===== src/rtl/call_pkg.sv =====
// Shared types for the attendant-station call responder.
package call_pkg;

  localparam int STATE_W = 2;

  typedef enum logic [STATE_W-1:0] {
    IDLE  = 2'd0,
    ALERT = 2'd1,
    SERVE = 2'd2,
    CLEAR = 2'd3
  } state_t;

endpackage


===== src/rtl/rr_pick.sv =====
// Combinational round-robin selector: returns the first set request bit
// found scanning last+1, last+2, ... with wrap, so the room served last
// has the lowest priority.
module rr_pick #(
  parameter  int N_ROOMS = 4,
  localparam int IDX_W   = $clog2(N_ROOMS)
) (
  input  logic [N_ROOMS-1:0] req,
  input  logic [IDX_W-1:0]   last,
  output logic [IDX_W-1:0]   grant_idx,
  output logic               any
);

  // Scan farthest offset first so the nearest set request overwrites it.
  always_comb begin
    grant_idx = '0;
    any       = 1'b0;
    for (int k = N_ROOMS; k >= 1; k--) begin
      if (req[(int'(last) + k) % N_ROOMS]) begin
        grant_idx = IDX_W'((int'(last) + k) % N_ROOMS);
        any       = 1'b1;
      end
    end
  end

endmodule


===== src/rtl/call_responder.sv =====
// Attendant-station end of the room call-light interface.
// Picks one pending room call by round-robin, sounds the buzzer, then walks
// the attendant through ack and done before pulsing cancel to the room.
// Optional feature: define CALL_RESP_ESCALATE_EN to enable the unacknowledged
// alert timer driving escalate; otherwise escalate is tied low.
//
// state | meaning
// IDLE  | no call latched; scanning lights
// ALERT | buzzer on, waiting for ack (or call withdrawal)
// SERVE | attendant at the room, waiting for done
// CLEAR | one-cycle cancel pulse to the served room
module call_responder
  import call_pkg::*;
#(
  parameter  int N_ROOMS = 4,
  parameter  int TIMEOUT = 16,
  localparam int IDX_W   = $clog2(N_ROOMS)
) (
  input  logic               clk,
  input  logic               rst_n,
  input  logic [N_ROOMS-1:0] light,
  input  logic               ack,
  input  logic               done,
  output logic [N_ROOMS-1:0] cancel,
  output logic               buzzer,
  output logic               busy,
  output logic [IDX_W-1:0]   room,
  output logic               escalate
);

  state_t           state;
  state_t           state_nxt;
  logic [IDX_W-1:0] last;
  logic [IDX_W-1:0] grant_idx;
  logic             any;

  rr_pick #(.N_ROOMS(N_ROOMS)) u_rr_pick (
    .req       (light),
    .last      (last),
    .grant_idx (grant_idx),
    .any       (any)
  );

  // State register.
  always_ff @(posedge clk) begin
    if (!rst_n) state <= IDLE;
    else        state <= state_nxt;
  end

  // Next-state logic; withdrawal in ALERT outranks ack.
  always_comb begin
    state_nxt = state;
    unique case (state)
      IDLE:  if (any) state_nxt = ALERT;
      ALERT: begin
        if (!light[room]) state_nxt = IDLE;
        else if (ack)     state_nxt = SERVE;
      end
      SERVE: if (done) state_nxt = CLEAR;
      CLEAR: state_nxt = IDLE;
      default: state_nxt = IDLE;
    endcase
  end

  // Latch the granted room on leaving IDLE; move the pointer only on completion.
  always_ff @(posedge clk) begin
    if (!rst_n) begin
      room <= '0;
      last <= IDX_W'(N_ROOMS - 1);
    end else begin
      if (state == IDLE && any) room <= grant_idx;
      if (state == CLEAR)       last <= room;
    end
  end

  // Moore output decode.
  always_comb begin
    cancel = '0;
    if (state == CLEAR) cancel[room] = 1'b1;
    buzzer = (state == ALERT);
    busy   = (state != IDLE);
  end

`ifdef CALL_RESP_ESCALATE_EN
  localparam int CNT_W = $clog2(TIMEOUT + 1);

  logic [CNT_W-1:0] alert_cnt;

  // Count full ALERT cycles, restarting on each entry and saturating at TIMEOUT.
  always_ff @(posedge clk) begin
    if (!rst_n) begin
      alert_cnt <= '0;
    end else if (state != ALERT) begin
      alert_cnt <= '0;
    end else if (alert_cnt != CNT_W'(TIMEOUT)) begin
      alert_cnt <= alert_cnt + 1'b1;
    end
  end

  // Escalate only while still alerting, so it drops as soon as ALERT is left.
  always_comb begin
    escalate = (state == ALERT) && (alert_cnt == CNT_W'(TIMEOUT));
  end
`else
  assign escalate = 1'b0;
`endif

endmodule


===== config.mk =====
export PLATFORM = sky130hd
export DESIGN_NAME = call_responder
export DESIGN_NICKNAME = d
export VERILOG_FILES = /design/src/rtl/call_pkg.sv /design/src/rtl/rr_pick.sv /design/src/rtl/call_responder.sv
export SDC_FILE = /design/constraint.sdc
export NUM_CORES = 1
export LEC_CHECK = 0
export BUFFER_PORTS_ARGS = -buffer_cell sky130_fd_sc_hd__buf_2
export CORE_AREA = 2 2 39 41
export CTS_CLUSTER_DIAMETER = 30
export DETAILED_ROUTE_END_ITERATION = 10
export DIE_AREA = 0 0 41 43
export PLACE_DENSITY_LB_ADDON = 0.1
export SYNTH_ARGS = -nofsm -noshare
export SYNTH_HDL_FRONTEND = slang
export SYNTH_SLANG_ARGS = --single-unit

===== constraint.sdc =====
create_clock -name clk -period 1.8 [get_ports clk]
set_input_delay 0.45 -clock clk [delete_from_list [all_inputs] [get_ports clk]]
set_output_delay 0.45 -clock clk [all_outputs]
set_load 0.005 [all_outputs]

Word-level counts from Yosys, hierarchy flattened --
Index checks and enable logic that the tools add are counted.
Word-level totals: bits of input ports 8, output and inout port bits 9, register bits 6
Operators by class: bitwise logic cells 4, equal/unequal tests 6, muxes and demuxes 30, reduce and logical (&&, ||, !) cells 9, $add $sub $neg 4, magnitude comparators 6
Operators with widths (count):
- less-than comparator 3 x 4 -> 1 bit, second input constant | 4
- 2-to-1 mux 2 bit | 8
- 2-to-1 mux 1 bit | 14
- binary-select mux 1 bit (select 2 bit) | 5
- case mux 2 bit (4 select lines) | 1
- OR reduction 2 bit | 4
- adder 2 x 1 -> 2 bit, second input constant | 2
- adder 2 bit, second input constant | 2
- AND 1 bit, first input constant | 4
- == test 2 bit, second input constant | 2
- 2-to-1 mux 4 bit | 1
- != test 2 bit, second input constant | 2
- less-than comparator 2 x 3 -> 1 bit, second input constant | 1
- != test 3 bit, second input constant | 1
- AND reduction 3 bit | 1
- demux 1 bit (select 2 bit) | 1
- == test 2 x 1 -> 1 bit, second input constant | 1
- greater-or-equal comparator 2 x 1 -> 1 bit, second input constant | 1
- logical AND 1 bit | 2
- zero test 2 bit | 1
- nonzero test 2 bit | 1

Depth between registers and ports, before layout --
Gate-level depths: netlist of run 1.
word-level depth 12, gate-level depth with buffers 4, mapped depth without buffers 4

By module --
A second synthesis of run 1 with hierarchy kept.
Second synthesis, totals: cells, all modules 54, area total of the unflattened synthesis 437.9 um2
Modules (own cells, without submodules):
- call_responder | cells each 40, area each 346.6 um2, sequential area each 120.1 um2, instances 1
- rr_pick | cells each 14, area each 91.3 um2, sequential area each 0.0 um2, instances 1

Worst setup path after synthesis of run 1 --
No wires, ideal clock.
path kind reg2reg, from register room[0], to register state[0], path slack 0.608 ns, buffers on the path 0, library setup time 0.114 ns, arrival 1.078 ns, cell stages (with the launch flop) 4, data required time 1.686 ns, period minus slack after synthesis 1.192 ns, cells stage by stage dfxtp_1 > mux4_2 > nand4b_1 > nand2_1
On the way: word-level cells in the longest chain between the ends 4
RTL lines:
- start, declared | RTL line call_responder.sv:27 | output logic [IDX_W-1:0] room,
- start signal, assigned | RTL line call_responder.sv:71 | if (state == IDLE && any) room <= grant_idx;
- binary-select mux 1 bit (select 2 bit) * | RTL line call_responder.sv:56 | if (!light[room]) state_nxt = IDLE;
- 2-to-1 mux 1 bit (implied by the code) * | RTL line call_responder.sv:56
- 2-to-1 mux 2 bit / != test 3 bit (equally long branches)
- case mux 2 bit (4 select lines) / AND reduction 3 bit (equally long branches)
- end signal, assigned | RTL line call_responder.sv:47 | else state <= state_nxt;
- end, declared | RTL line call_responder.sv:31 | state_t state;
Mark *: on every way between the ends. The rest lies on a longest branch, timed or not. The select of a mux whose other input is x is not followed. A chain may end at the register's enable or synchronous reset.

==> flow_summary.json, run 1 <==
{
  "power.total_uw": 372.0,
  "synthMuxAreaShare_pct": 6.186,
  "drt_wl_total_um": 892,
  "use_met3_pct": 4.712,
  "synth_top_family_by_area": "simple AND/OR/NAND/NOR gates",
  "power.net_switching_uw": 109.9,
  "vdd_ir_drop_max_mv": 0.3475,
  "outcome": "completed",
  "die_w_um": 41,
  "worstSetupEndpointType": "output pin",
  "htree_levels": 1,
  "crit_type": "flip-flop to output pin",
  "yosysWarnings": 0,
  "ant_nets": 0,
  "rr_startpoint": "room[0]",
  "cts_tree": "yes",
  "clockBufferDepth": 2,
  "p_comb_share_pct": 22.3,
  "placed_cells": 76,
  "multi_input_area_um2": 217.7,
  "slew_violations": 0,
  "ff2ff_setup_slack_ns": 0.55,
  "maxCapViolations": 0,
  "r2r_cells": 3,
  "antenna_cells": 0,
  "met1_usage_pct": 16.18,
  "rr_endpoint": "state[0]",
  "power_density_mw_per_mm2": 790.8,
  "synthAdderAreaFrac_pct": 0,
  "die_y_um": 43,
  "setup_viol": 0,
  "fin_ws_ns": 0.2036,
  "grt_max_degree": 10,
  "cts_num_sinks": 6,
  "finalNonFillerCells": 79,
  "synth.avg_cell_area_um2": 7.747,
  "ys_types": 22,
  "grt_usage_pct": 12.37,
  "holdWs_ns": 0.4431,
  "yosys.area_share.xor_xnor_pct": 0,
  "finalWeightedCongestion": 0.6499,
  "synth_nets": 55,
  "synth_simple_gate_area_share_pct": 32.30,
  "dpl.hpwl_um": 697.2,
  "drt-wirelength-per-cell_um": 11.29,
  "dr.pass1.iters": 3,
  "avgViaCountPerCell": 4.975,
  "io_pins": 17,
  "numCtsBuffers": 3,
  "critPathMaxFanout": 7,
  "busiest_layer": "met2",
  "cts_resized": 0,
  "syn_inst": 47,
  "place_ws_ns": 0.3616,
  "power_frac_seq_pct": 43.5,
  "hold_viol_final": 0,
  "min_period_ns": 1.596,
  "grt_pass1_vias": 344,
  "setup_tns_ns": 0,
  "clock_latency_ns": 0.25,
  "clkPwrFrac_pct": 34.2,
  "vias": 393,
  "drtIter0Drc": 3,
  "start_kind": "flip-flop",
  "drc": 0,
  "path_clk_slew_ns": 0.05,
  "root_buffer": "clkbuf_4",
  "leakage_nw": 0.2291,
  "hp-class": "input pin to flip-flop",
  "numPortBuffers": 15,
  "ys_seq_area_share_pct": 32.99,
  "rsz0062_at_grt": "no",
  "num-nets-final": 73,
  "start_util_pct": 26.31,
  "antenna_found_initial": 0,
  "internal-power_uw": 262.1,
  "seq_area_um2": 120.1,
  "worst_ep_arrival_time_ns": 1.15,
  "synth_compound_area_share_pct": 20.27,
  "synth_seq_cells": 6,
  "fp-row-count": 14,
  "drive_gt1_share_pct": 31.75,
  "die_area_mm2": 0.001763,
  "netlist_area_um2": 364.1,
  "fin_skew_ns": 0.005687,
  "overflow": 0,
  "core_area_mm2": 0.001384,
  "crit_end": "cancel[1]",
  "post_cts_buffers": 0,
  "fill_cells": 160,
  "p_sw_share_pct": 29.55,
  "fmax_mhz": 626.4,
  "area_growth_pct": 29.21,
  "final_area_um2": 470.5,
  "final_util_pct": 34.00,
  "final_common_cell": "buf_2",
  "fin_crit_sh_pct": 88.69,
  "placed_cell_area_um2": 447.9,
  "critPathRequiredTime_ns": 1.35,
  "final_cell_mix": "15 x buf_2, 7 x nand2_1, 6 x dfxtp_1, 4 x inv_1, 4 x nor2_1",
  "grt_pass1_wl_um": 1449,
  "hold_buffers": 0,
  "grt_util_met2_pct": 17.19
}
-- synthesized netlist by cell type --
master	instances	area, µm²
o22ai_1	1	6.260
nand4_1	1	6.260
nand3b_1	3	22.52
dfxtp_1	6	120.1
o211ai_1	1	7.510
nand2_1	7	26.28
conb_1	1	3.750
nand3_1	2	10.01
buf_4	1	7.510
clkbuf_1	1	3.750
o21ai_0	3	15.01
inv_1	4	15.01
nand4b_1	1	8.760
nor2_1	4	15.01
nor4_1	1	6.260
o2111ai_1	1	8.760
nor2b_1	2	12.51
nor3_1	2	10.01
o221a_2	1	11.26
o221ai_1	2	17.52
mux4_2	1	22.52
o21a_1	1	7.510
-- final cells by class --
type | count | area share [%]
multi-input combinational | 35 | 46.28
sequential | 6 | 25.53
timing repair buffer | 15 | 15.96
clock buffer | 3 | 4.787
tap | 16 | 4.255
inverter | 4 | 3.191
-- kinds of logic after synthesis --
family,after synthesis
other,1
flip-flops,6
AND/OR/NAND/NOR,23
buffers and inverters,6
multiplexers,1
AO/OA/AOI/OAI,10
-- power by group through the flow --
| stage | Sequential [mW] | Clock, mW | Combinational, mW |
|---|---|---|---|
| after CTS | 0.162 | 0.133 | 0.0838 |
| after global placement | 0.166 | 0 | 0.0837 |
| final | 0.162 | 0.127 | 0.0829 |
| after floorplan | 0.161 | 0 | 0.0520 |
| after global routing | 0.167 | 0.140 | 0.0925 |
| after detailed placement | 0.165 | 0 | 0.0830 |
-- routing by layer --
layer | routed length (µm) | part of all wire [%]
met3 | 59 | 6.6
met2 | 367 | 41
met4 | 19 | 2.1
met5 | 0 | 0
met1 | 445 | 50
-- worst max-delay path, cell delays in order (launching register included) --
cell and delay, ns:
dfxtp_1 0.44, nand2_1 0.17, nor3_1 0.15, buf_2 0.13
-- worst min path at each step --
stage,slack (ns),cells past startpoint,end,from
6_report,0.44,3,flip-flop,ack
4_1_cts,0.45,3,flip-flop,ack
3_3_place_gp,0.54,2,last[1],last[1]
2_1_floorplan,0.49,2,last[1],last[1]
3_5_place_dp,0.52,2,last[1],last[1]
5_1_grt,0.47,3,flip-flop,ack
Power figures use the tool's default switching activity.
==> inputs of run 2 (changes only) <==
PLACE_DENSITY_LB_ADDON = default   (was 0.1)
==> flow_summary.json, run 2 (synthesis gave the netlist of run 1 again) <==
{
  "cts_num_sinks": 6,
  "worstSetupEndpointType": "output pin",
  "final_area_um2": 470.5,
  "numPortBuffers": 15,
  "path_clk_slew_ns": 0.05,
  "setup_viol": 0,
  "grt_pass1_wl_um": 1359,
  "crit_type": "flip-flop to output pin",
  "drt_wl_total_um": 874,
  "drtIter0Drc": 9,
  "final_util_pct": 34.00,
  "min_period_ns": 1.560,
  "max_stage_delay_ns": 0.44,
  "cts_resized": 0,
  "vdd_ir_drop_max_mv": 0.2809,
  "hold_buffers": 0,
  "final_cell_mix": "15 x buf_2, 7 x nand2_1, 6 x dfxtp_1, 4 x inv_1, 4 x nor2_1",
  "path_delay_family": "flip-flops",
  "grt_pass1_vias": 326,
  "cts_tree": "yes",
  "outcome": "completed",
  "critPathMaxFanout": 6,
  "final_common_cell": "buf_2",
  "setup_tns_ns": 0,
  "slew_violations": 0,
  "critPathRequiredTime_ns": 1.35,
  "maxCapViolations": 0,
  "fmax_mhz": 640.9,
  "core_area_mm2": 0.001384,
  "crit_buf_inv": 2,
  "start_kind": "flip-flop",
  "die_area_mm2": 0.001763,
  "dpl.hpwl_um": 673,
  "grt_max_degree": 10,
  "area_growth_pct": 29.21,
  "start_util_pct": 26.31,
  "fin_crit_sh_pct": 86.69,
  "seq_area_um2": 120.1,
  "hold_viol_final": 0,
  "clock_latency_ns": 0.25,
  "drive_gt1_share_pct": 31.75,
  "finalWeightedCongestion": 0.6649,
  "die_w_um": 41,
  "numCtsBuffers": 3,
  "drt-wirelength-per-cell_um": 11.06,
  "avgViaCountPerCell": 5.114,
  "power_density_mw_per_mm2": 797.7,
  "post_cts_buffers": 0,
  "die_y_um": 43,
  "slowest_stage": "dfxtp_1",
  "clockBufferDepth": 2,
  "grt_usage_pct": 11.78,
  "leakage_nw": 0.2291,
  "placed_cells": 76,
  "num-nets-final": 73,
  "ant_nets": 0,
  "placed_cell_area_um2": 447.9,
  "antenna_found_initial": 0,
  "overflow": 0,
  "antenna_cells": 0,
  "fp-row-count": 14,
  "dr.pass1.iters": 4,
  "worst_ep_arrival_time_ns": 1.11,
  "fill_cells": 155,
  "worstPathCellList": "inv_1, nor3_1, buf_2",
  "root_buffer": "clkbuf_4",
  "hp-class": "input pin to flip-flop",
  "vias": 404,
  "io_pins": 17,
  "drc": 0,
  "htree_levels": 1,
  "finalNonFillerCells": 79,
  "fin_skew_ns": 0.003889,
  "multi_input_area_um2": 217.7,
  "rsz0062_at_grt": "no"
}
## run 2: path summary, 6_finish.rpt
kind	startpoint	to	slack, ns	cells after the start
worst min register to register	last[1]	last[1]	0.52	2
worst max-delay path	room[0]	cancel[1]	0.24	3
worst min-delay path	rst_n	last[1]	0.46	2
worst max register to register	room[0]	flip-flop	0.52	3
## run 2: worst register-to-register path: cells and delay by family, from the launching register on
| family | cells | cell delay, ns |
|---|---|---|
| mux | 1 | 0.55 |
| simple gates | 2 | 0.17 |
| flops | 1 | 0.44 |
## run 2: metal layers
layer | wire (µm) | GRT usage (%) | up-vias
li1 | - | - | 204
met1 | 419 | 15.91 | 182
met2 | 364 | 14.69 | 16
met3 | 81 | 4.712 | 2
met4 | 9 | 8.000 | 0
met5 | 0 | 0 | -
## run 2: area by class of cell
type,count,area share [%]
tap,16,4.255
sequential,6,25.53
inverter,4,3.191
timing repair buffer,15,15.96
multi-input combinational,35,46.28
clock buffer,3,4.787
## run 2: per-stage QoR
step / power [mW] / hold slack (ns) / setup WS, ns
after floorplan: 0.2135 / 0.4890 / 0.6078
after global placement: 0.2470 / 0.5228 / 0.3317
after detailed placement: 0.2474 / 0.5213 / 0.4003
after CTS: 0.3783 / 0.4645 / 0.2234
after global routing: 0.3949 / 0.4747 / 0.08362
final: 0.3753 / 0.4618 / 0.2396
## run 2: report_power, final
| group | switching, mW | total [mW] | internal [mW] |
|---|---|---|---|
| logic | 0.0405 | 0.0817 | 0.0412 |
| registers | 0.0179 | 0.163 | 0.145 |
| clock network | 0.0548 | 0.131 | 0.0758 |
| total | 0.113 | 0.375 | 0.262 |
==> inputs of run 3 (changes only) <==
GPL_TIMING_DRIVEN = 1   (was default)
clock period = 1.4 ns   (was 1.8 ns; I/O delays follow)
==> flow_summary.json, run 3 (synthesis gave the netlist of run 1 again) <==
{
  "outcome": "completed",
  "critPathRequiredTime_ns": 1.05,
  "setup_tns_ns": 0,
  "worstPathCellList": "nand2_2, nor3_1, buf_2",
  "final_cell_mix": "15 x buf_2, 6 x nand2_1, 4 x inv_1, 4 x nor2_1",
  "worst_ep_arrival_time_ns": 0.99,
  "hp-class": "input pin to flip-flop",
  "grt_pass1_wl_um": 1511,
  "antenna_found_initial": 0,
  "antenna_cells": 0,
  "clockBufferDepth": 2,
  "cts_num_sinks": 6,
  "dpl.hpwl_um": 692.9,
  "drt-wirelength-per-cell_um": 12.49,
  "drive_gt1_share_pct": 42.86,
  "power_density_mw_per_mm2": 971.7,
  "clock_latency_ns": 0.24,
  "hold_buffers": 0,
  "fin_skew_ns": 0.002378,
  "grt_max_degree": 10,
  "die_w_um": 41,
  "slew_violations": 0,
  "vias": 389,
  "core_area_mm2": 0.001384,
  "max_stage_delay_ns": 0.38,
  "dr.pass1.iters": 4,
  "die_area_mm2": 0.001763,
  "fp-row-count": 14,
  "numPortBuffers": 15,
  "start_util_pct": 26.31,
  "overflow": 0,
  "drc": 0,
  "maxCapViolations": 0,
  "worstSetupEndpointType": "output pin",
  "critPathMaxFanout": 7,
  "final_common_cell": "buf_2",
  "fmax_mhz": 744.9,
  "drtIter0Drc": 9,
  "fin_ws_ns": 0.05748,
  "fin_crit_sh_pct": 95.89,
  "rsz0062_at_grt": "no",
  "avgViaCountPerCell": 4.924,
  "path_clk_slew_ns": 0.05,
  "htree_levels": 1,
  "post_cts_buffers": 0,
  "drt_wl_total_um": 987,
  "min_period_ns": 1.343,
  "vdd_ir_drop_max_mv": 0.4780,
  "ant_nets": 0,
  "root_buffer": "clkbuf_4",
  "numCtsBuffers": 3,
  "num-nets-final": 73,
  "place_ws_ns": 0.08796,
  "hold_viol_final": 0,
  "grt_pass1_vias": 340,
  "slowest_stage": "dfxtp_4",
  "crit_type": "flip-flop to output pin",
  "area_growth_pct": 36.08,
  "leakage_nw": 0.2358,
  "grt_usage_pct": 12.53,
  "start_kind": "flip-flop",
  "cts_tree": "yes",
  "io_pins": 17,
  "setup_viol": 0,
  "die_y_um": 43,
  "finalWeightedCongestion": 0.7220
}
[run 3: final timing paths]
check	slack (ns)	start	depth (start not counted)	end
setup reg to reg	0.24	room[0]	3	state[0]
setup / recovery	0.06	flip-flop	3	cancel[1]
hold / removal	0.35	ack	3	flip-flop
hold reg to reg	0.52	room[1]	2	room[1]
[run 3: area by class of cell]
| type | count | area, µm² |
|---|---|---|
| clock buffers | 3 | 22.52 |
| fillers | 143 | 888.4 |
| inverters | 4 | 15.01 |
| multi-input cells | 35 | 230.2 |
| flip-flops and latches | 6 | 132.6 |
| well taps | 16 | 20.02 |
| repair buffers | 15 | 75.07 |
[run 3: where the power goes]
group          switching [mW]  internal, mW  total (mW)
registers              0.0273         0.190       0.217
clock network          0.0578        0.0967       0.155
logic                  0.0559        0.0539       0.110
[run 3: stage by stage]
stage	power [mW]	util [%]	instance area, µm²	hold WS [ns]	cells
2_1_floorplan	0.2745	-	364.1	0.4860	47
3_3_place_gp	0.3196	32.37	447.9	0.5131	76
3_5_place_dp	0.3185	32.37	447.9	0.5216	76
4_1_cts	0.4795	34.54	478.0	0.3516	79
5_1_grt	0.5107	35.80	495.5	0.3678	79
6_report	0.4815	35.80	495.5	0.3539	79
[run 3: metal layers]
| layer | global-route usage, % | up-vias | share of wire, % |
|---|---|---|---|
| li1 | - | 203 | - |
| met1 | 20.33 | 173 | 51 |
| met2 | 15.94 | 13 | 43 |
| met3 | 1.047 | 0 | 6.2 |
| met4 | 6.000 | 0 | 0 |
| met5 | 0 | - | 0 |
[run 3: critical path: cells and delay by family, from the launching register on]
family	cells	cell delay, ns
flops	1	0.38
buf+inv	1	0.14
simple gates	2	0.23
[run 3: what timing repair did]
| action | 4_1_cts | 5_1_grt |
|---|---|---|
| pin swaps | 0 | 0 |
| gates resized for setup | 5 | 5 |
| setup endpoints to repair | 4 | 4 |
